--- config.mk ---
export PLATFORM = sky130hd
export DESIGN_NAME = decrypt_stage_1
export DESIGN_NICKNAME = d
export VERILOG_FILES = /design/src/rtl/decrypt_stage_1.sv
export SDC_FILE = /design/constraint.sdc
export NUM_CORES = 1
export LEC_CHECK = 0
export ABC_AREA = 1
export CAP_MARGIN = 20
export CORE_AREA = 2 2 143 145
export CTS_CLUSTER_DIAMETER = 50
export CTS_CLUSTER_SIZE = 25
export DETAILED_ROUTE_END_ITERATION = 16
export DIE_AREA = 0 0 145 147
export GPL_TIMING_DRIVEN = 0
export PLACE_DENSITY = 0.87
export SYNTH_ARGS = -nofsm -noshare
export SYNTH_HDL_FRONTEND = slang
export SYNTH_SLANG_ARGS = --single-unit
--- constraint.sdc ---
create_clock -name Clk -period 2.5 [get_ports Clk]
set_input_delay 0.25 -clock Clk [delete_from_list [all_inputs] [get_ports Clk]]
set_output_delay 0.25 -clock Clk [all_outputs]
set_load 0.005 [all_outputs]
--- src/rtl/decrypt_stage_1.sv ---
// decrypt_stage_1 -- two-stage valid/ready decryptor for the stage-1 encryptor.
// Unpacks {rand_11, x, rand_6}, rebuilds the 60-bit mask from rand_11,
// subtracts it from x and flags/counts words whose payload is below the mask.
// Optional build macro: DECRYPT_STAGE_1_DROP_BAD_EN -- when defined, malformed
// words are counted and then discarded instead of being presented.
module decrypt_stage_1 #(
  parameter int ERR_W = 16
) (
  input  logic             Clk,
  input  logic             Rst,
  input  logic             in_valid,
  output logic             in_ready,
  input  logic [77:0]      in_enc,
  output logic             out_valid,
  input  logic             out_ready,
  output logic [59:0]      out_data,
  output logic [5:0]       out_tag,
  output logic             out_err,
  output logic [ERR_W-1:0] err_count
);

  // Mask segments 2 and 3 (bits [32:22] and [43:33]) carry the inverted key.
  localparam logic [4:0] SEG_INV = 5'b01100;

  // Stage S1 (capture) state
  logic        s1_valid_reg;
  logic [10:0] s1_key_reg;
  logic [60:0] s1_x_reg;
  logic [5:0]  s1_tag_reg;

  // Stage S2 (output) state
  logic             out_valid_reg;
  logic [59:0]      out_data_reg;
  logic [5:0]       out_tag_reg;
  logic [ERR_W-1:0] err_count_reg;
  logic [ERR_W-1:0] err_count_next;

  // Datapath
  logic [54:0] mask_low;
  logic [59:0] mask;
  logic [60:0] diff;
  logic        borrow;
  logic        malformed;

  // Flow control
  logic s2_adv;
  logic s1_adv;
  logic in_xfer;
  logic s2_load;
  logic s2_keep;

  // Five full 11-bit key copies make up mask[54:0]; the top 5 bits reuse key[4:0].
  for (genvar gi = 0; gi < 5; gi++) begin : g_mask_seg
    assign mask_low[gi*11 +: 11] = SEG_INV[gi] ? ~s1_key_reg : s1_key_reg;
  end
  assign mask = {s1_key_reg[4:0], mask_low};

  // 62-bit subtraction: bit 61 is the borrow, diff wraps modulo 2^61.
  assign {borrow, diff} = {1'b0, s1_x_reg} - {2'b00, mask};
  assign malformed      = borrow | diff[60];

  assign s2_adv   = ~out_valid_reg | out_ready;
  assign s1_adv   = ~s1_valid_reg | s2_adv;
  assign in_ready = s1_adv;
  assign in_xfer  = in_valid & s1_adv;
  assign s2_load  = s2_adv & s1_valid_reg;

`ifdef DECRYPT_STAGE_1_DROP_BAD_EN
  // A malformed word frees its slot instead of occupying S2.
  assign s2_keep = s1_valid_reg & ~malformed;
`else
  assign s2_keep = s1_valid_reg;
`endif

  // Saturating malformed-word count, bumped when a bad word reaches S2.
  always_comb begin
    err_count_next = err_count_reg;
    if (s2_load && malformed && (err_count_reg != {ERR_W{1'b1}})) begin
      err_count_next = err_count_reg + ERR_W'(1);
    end
  end

  // S1: capture on input transfer, otherwise empty out when S2 takes the word.
  always_ff @(posedge Clk) begin
    if (Rst) begin
      s1_valid_reg <= 1'b0;
      s1_key_reg   <= '0;
      s1_x_reg     <= '0;
      s1_tag_reg   <= '0;
    end else if (in_xfer) begin
      s1_valid_reg <= 1'b1;
      s1_key_reg   <= in_enc[77:67];
      s1_x_reg     <= in_enc[66:6];
      s1_tag_reg   <= in_enc[5:0];
    end else if (s2_adv) begin
      s1_valid_reg <= 1'b0;
    end
  end

  // S2: advance when the sink is free; payload only changes when a word is kept.
  always_ff @(posedge Clk) begin
    if (Rst) begin
      out_valid_reg <= 1'b0;
      out_data_reg  <= '0;
      out_tag_reg   <= '0;
      err_count_reg <= '0;
    end else begin
      err_count_reg <= err_count_next;
      if (s2_adv) begin
        out_valid_reg <= s2_keep;
        if (s2_keep) begin
          out_data_reg <= diff[59:0];
          out_tag_reg  <= s1_tag_reg;
        end
      end
    end
  end

`ifdef DECRYPT_STAGE_1_DROP_BAD_EN
  // Malformed words never reach the output, so the flag is constant.
  assign out_err = 1'b0;
`else
  logic out_err_reg;

  // Error flag travels with the word it describes.
  always_ff @(posedge Clk) begin
    if (Rst) begin
      out_err_reg <= 1'b0;
    end else if (s2_adv && s2_keep) begin
      out_err_reg <= malformed;
    end
  end

  assign out_err = out_err_reg;
`endif

  assign out_valid = out_valid_reg;
  assign out_data  = out_data_reg;
  assign out_tag   = out_tag_reg;
  assign err_count = err_count_reg;

endmodule

## Yosys cells after proc, flatten, opt, wreduce, memory -nomap -nowiden

Cells that the tools add are included.

- Add/sub/neg operators: 2
- Reductions and logical operators: 5
- Equal/unequal tests: 1
- Bitwise gates (word level): 8
- Mux-type cells: 2

Operators by type and width:

| operator | count |
|---|---|
| 61-bit by 60-bit subtractor with 62-bit output | 1 |
| 16-bit by 1-bit adder with 16-bit output, second input constant | 1 |
| 16-bit != test, second input constant | 1 |
| 11-bit inverter | 1 |
| 1-bit logical AND | 3 |
| 1-bit OR | 3 |
| 1-bit AND | 2 |
| 1-bit two-way mux | 2 |
| 1-bit inverter | 2 |
| 2-bit AND reduction | 1 |
| 2-bit nonzero test | 1 |

- Word-level logic and storage cells: 27
- Bits in registers: 163
- Output and inout bits: 85
- Input port bits: 82

## Logic depth before layout (Yosys ltp)

- Depth in word-level cells: 5
- Mapped depth: 19
- Depth with buffers taken out: 18

## Least setup slack after synthesis

No wires, ideal clock.

- Path type: reg2reg
- From: register s1_key_reg[0]
- To: register out_data_reg[40] (netlist: out_data[40])
- Cell stages (with the launch flop): 16
- Data arrival time: 2.130 ns
- Data required time: 2.385 ns
- Path slack: 0.255 ns
- Period minus slack after synthesis: 2.245 ns
- Buffers on the path: 0
- Setup time: 0.115 ns
- Cell sequence: dfxtp_1 > ha_1 > inv_1 > fa_1 > nand3_1 > nand2_1 > nand3_1 > nand3_2 > a21oi_1 > o21ai_0 > nand2_1 > nand2_1 > nand2_1 > nand2_1 > o21ai_0 > inv_1

- Longest elaborated chain between the ends: 2

RTL lines:

| item | RTL line | text |
|---|---|---|
| start, declared | 27 | `logic [10:0] s1_key_reg;` |
| start signal, assigned | 92 | `s1_key_reg <= in_enc[77:67];` |
| 11-bit inverter | n/a |  |
| 61-bit by 60-bit subtractor with 62-bit output * | 59 | `assign {borrow, diff} = {1'b0, s1_x_reg} - {2'b00, mask};` |
| end signal, assigned | 112 | `out_data_reg <= diff[59:0];` |
| end, declared | 33 | `logic [59:0] out_data_reg;` |

Mark *: on every way between the ends. The rest lies on a longest branch, timed or not.
A chain may end at the register's enable or synchronous reset.

## Worst setup path in the final report

- From: register s1_key_reg[4]
- To: register err_count_reg[3] (netlist: err_count[3])

- Longest elaborated chain between the ends: 5

RTL lines:

| item | RTL line | text |
|---|---|---|
| 11-bit inverter | n/a |  |
| 61-bit by 60-bit subtractor with 62-bit output * | 59 |  |
| 1-bit OR * | 60 | `assign malformed = borrow \| diff[60];` |
| 1-bit logical AND * (2 in a row) | 78 | `if (s2_load && malformed && (err_count_reg != {ERR_W{1'b1}})) begin` |
| end signal, assigned | 108 | `err_count_reg <= err_count_next;` |
| end, declared | 35 | `logic [ERR_W-1:0] err_count_reg;` |

Marks and branches as above.

==> results.json <==
{
  "grt.overflow.total": 0,
  "crit_top_cell": "nand2_2",
  "synth_xor_area_share_pct": 2.88,
  "clockBufferDepth": 2,
  "status": "finished with violations",
  "diodes": 0,
  "fin_area_um2": 14500,
  "ys_ff_latch": 163,
  "cap_violations": 0,
  "hold_class": "primary input to flop",
  "cp.buffers_inverters": 2,
  "rows": 52,
  "grt_pass1_vias": 11500,
  "dp.final_hpwl_um": 31700,
  "cts_tree": "built",
  "grt.total_usage_pct": 38.0,
  "design.core.area_um2": 19800,
  "grt_first_pass_wirelength_um": 62600,
  "dp_slack_ns": -0.750,
  "cpMaxStageDelayCell": "dfxtp_2",
  "drive_above_1_share_pct": 13.7,
  "synth_cell_types": 38,
  "insertion_delay_ns": 0.46,
  "ios": 167,
  "synth_compound_area_share_pct": 15.3,
  "antenna_found_initial": 0,
  "synth_top_family_by_area": "simple AND/OR/NAND/NOR gates",
  "wl_um": 42100,
  "crit_type": "flop to flop",
  "relSlewSlack_pct": 48.1,
  "viasPerCell": 5.60,
  "vias": 12500,
  "gp_congestion": 0.997,
  "start_util_pct": 53.6,
  "netlist_area_um2": 10600,
  "setup_viol": 27,
  "period_share_pct": 109,
  "route.detailed.drc": 0,
  "mostFrequentLayoutCells": "nor2_1 (398), nand2_1 (287), inv_1 (218)",
  "cts_root_buf": "clkbuf_16",
  "cts_hold_buffers": 0,
  "ys_warn_count": 0,
  "slew_viol_final": 0,
  "required_ns": 2.81,
  "cts_buffers": 17,
  "worstPathArrival_ns": 3.03,
  "portBuffers": 165,
  "largest_reg_flops": 61,
  "die-width_um": 145,
  "leakage_nw": 6.47,
  "ir_drop_uv": 504,
  "area_growth_pct": 36.6,
  "post_drt_wl_per_cell_um": 18.8,
  "failed_checks": "setup timing",
  "cp_slowest_stage_delay_ns": 0.36,
  "post_dp_cell_area_um2": 12600,
  "avgSynthCellArea_um2": 6.13,
  "hold_viol": 0,
  "skew_ns": 0.0131,
  "antenna_left": 0,
  "min_period_ns": 2.72,
  "fmax_mhz": 367,
  "crit_chain": "inv_4 > ha_2 > a21oi_2 > nand2_2 > nand2_2 > nand2_1 > a21oi_2 > nand2_4 > nand2_2 > nand2_2 > nand2_2 > nand3_4 > buf_6 > nand3_1 > nand2_1 > nand2_1 > nor2_1",
  "cp-start-kind": "flop",
  "powerDensity_nw_per_um2": 607,
  "rsz0062_at_grt": "yes",
  "worstPathMaxFanout": 8,
  "dieHeight_um": 147,
  "grt_max_degree": 20,
  "clkTransAtPathRegs_ns": 0.08,
  "setup_ws_ns": -0.224,
  "worst_pin_slew_ns": 0.778,
  "final_common_cell": "nor2_1",
  "synth_fa_ha_area_share_pct": 7.37,
  "dieArea_um2": 21300,
  "synth_nets": 1877,
  "yosys.area_share.simple_pct": 33.4,
  "synthCells": 1733,
  "htree_levels": 4,
  "first_iter_violations": 1262,
  "end_kind": "flop",
  "dr.pass1.iters": 6,
  "critPathTopFamily": "simple AND/OR/NAND/NOR gates",
  "yosysSeqAreaShare_pct": 30.7,
  "finalNetCount": 2098,
  "synth_mux_area_share_pct": 0,
  "cts.sinks": 163
}
==> synth_stat cells (all sizes together) <==
library cell | instances | area [um2]
a31o | 1 | 8.76
a211oi | 1 | 7.51
o311ai | 1 | 8.76
nor2 | 429 | 1640
a21o | 5 | 37.5
buf | 11 | 58.8
clkbuf | 43 | 161
a21boi | 1 | 7.51
fa | 1 | 20.0
o21a | 7 | 52.6
or2 | 1 | 6.26
dfxtp | 163 | 3260
nor3b | 1 | 12.5
inv | 234 | 878
o21ai | 163 | 816
nor4 | 1 | 6.26
xnor2 | 9 | 78.8
nor3 | 22 | 110
o2111ai | 2 | 17.5
nand2 | 331 | 1250
o21bai | 13 | 97.6
a31oi | 2 | 12.5
xor2 | 26 | 228
nand4 | 18 | 113
nand3 | 78 | 413
a21oi | 102 | 518
ha | 61 | 763
o211ai | 6 | 45.0
==> through the flow <==
step	std cells	power, mW	hold WS (ns)	utilization [%]	TNS (ns)
after floorplan	1733	4.40	0.417	-	0
after global placement	2168	5.31	0.449	63.6	-30.54
after detailed placement	2168	5.34	0.463	63.6	-32.63
after CTS	2218	8.42	0.423	70.7	-0.0921
after global routing	2237	9.13	0.440	73.2	-4.81
final	2237	8.81	0.409	73.2	-2.65
==> metal layers <==
layer | share of wire, % | vias up | track usage [%]
met4 | 4.8 | 0 | 16.1
li1 | - | 5945 | -
met1 | 41 | 5709 | 49.6
met5 | 0 | - | 0
met3 | 9.9 | 152 | 7.45
met2 | 44 | 729 | 61.7
==> worst min-delay path, stage by stage <==
cell	delay [ns]
clkdlybuf4s50_1	0.39
o21ai_0	0.15
nor2_1	0.04
==> final cells by class <==
type                            count  area, um2
Buffer                             52        223
Clock buffer                       17        425
Clock inverter                     15        204
Fill cell                        1595       5330
Inverter                          234        912
Multi-Input combinational cell   1282       7130
Sequential cell                   163       3290
Tap cell                          270        338
Timing Repair Buffer              204       2000
==> what timing repair did <==
action                                  CTS  global route
cloned                                    2             0
endpoints found under the setup margin   60            66
gates resized for setup                 137           109
pin swaps                                11            27
buffers inserted                         18            19
==> cell families after synthesis <==
logic type / count (synthesis)
xor gates and xnor gates: 35
DFF: 163
AOI/OAI and AO/OA: 304
buffers and inverters: 288
and+or+nand+nor: 881
adders and majority gates: 62
==> power breakdown <==
group          total (mW)  switching, mW  internal (mW)
Combinational        3.02           1.80           1.22
Clock                2.83           1.37           1.46
Sequential           2.96          0.168           2.79
==> worst paths after layout <==
kind | start | to | slack (ns) | cells after the start
max reg2reg | s1_key_reg[4] | err_count[3] | -0.22 | 17
min | in_enc[63] | s1_x_reg[57] | 0.41 | 3
max | s1_key_reg[4] | err_count[3] | -0.22 | 17
min reg2reg | s1_tag_reg[0] | s1_tag_reg[0] | 0.48 | 2
Note: power is estimated with default switching activity, not from simulation.
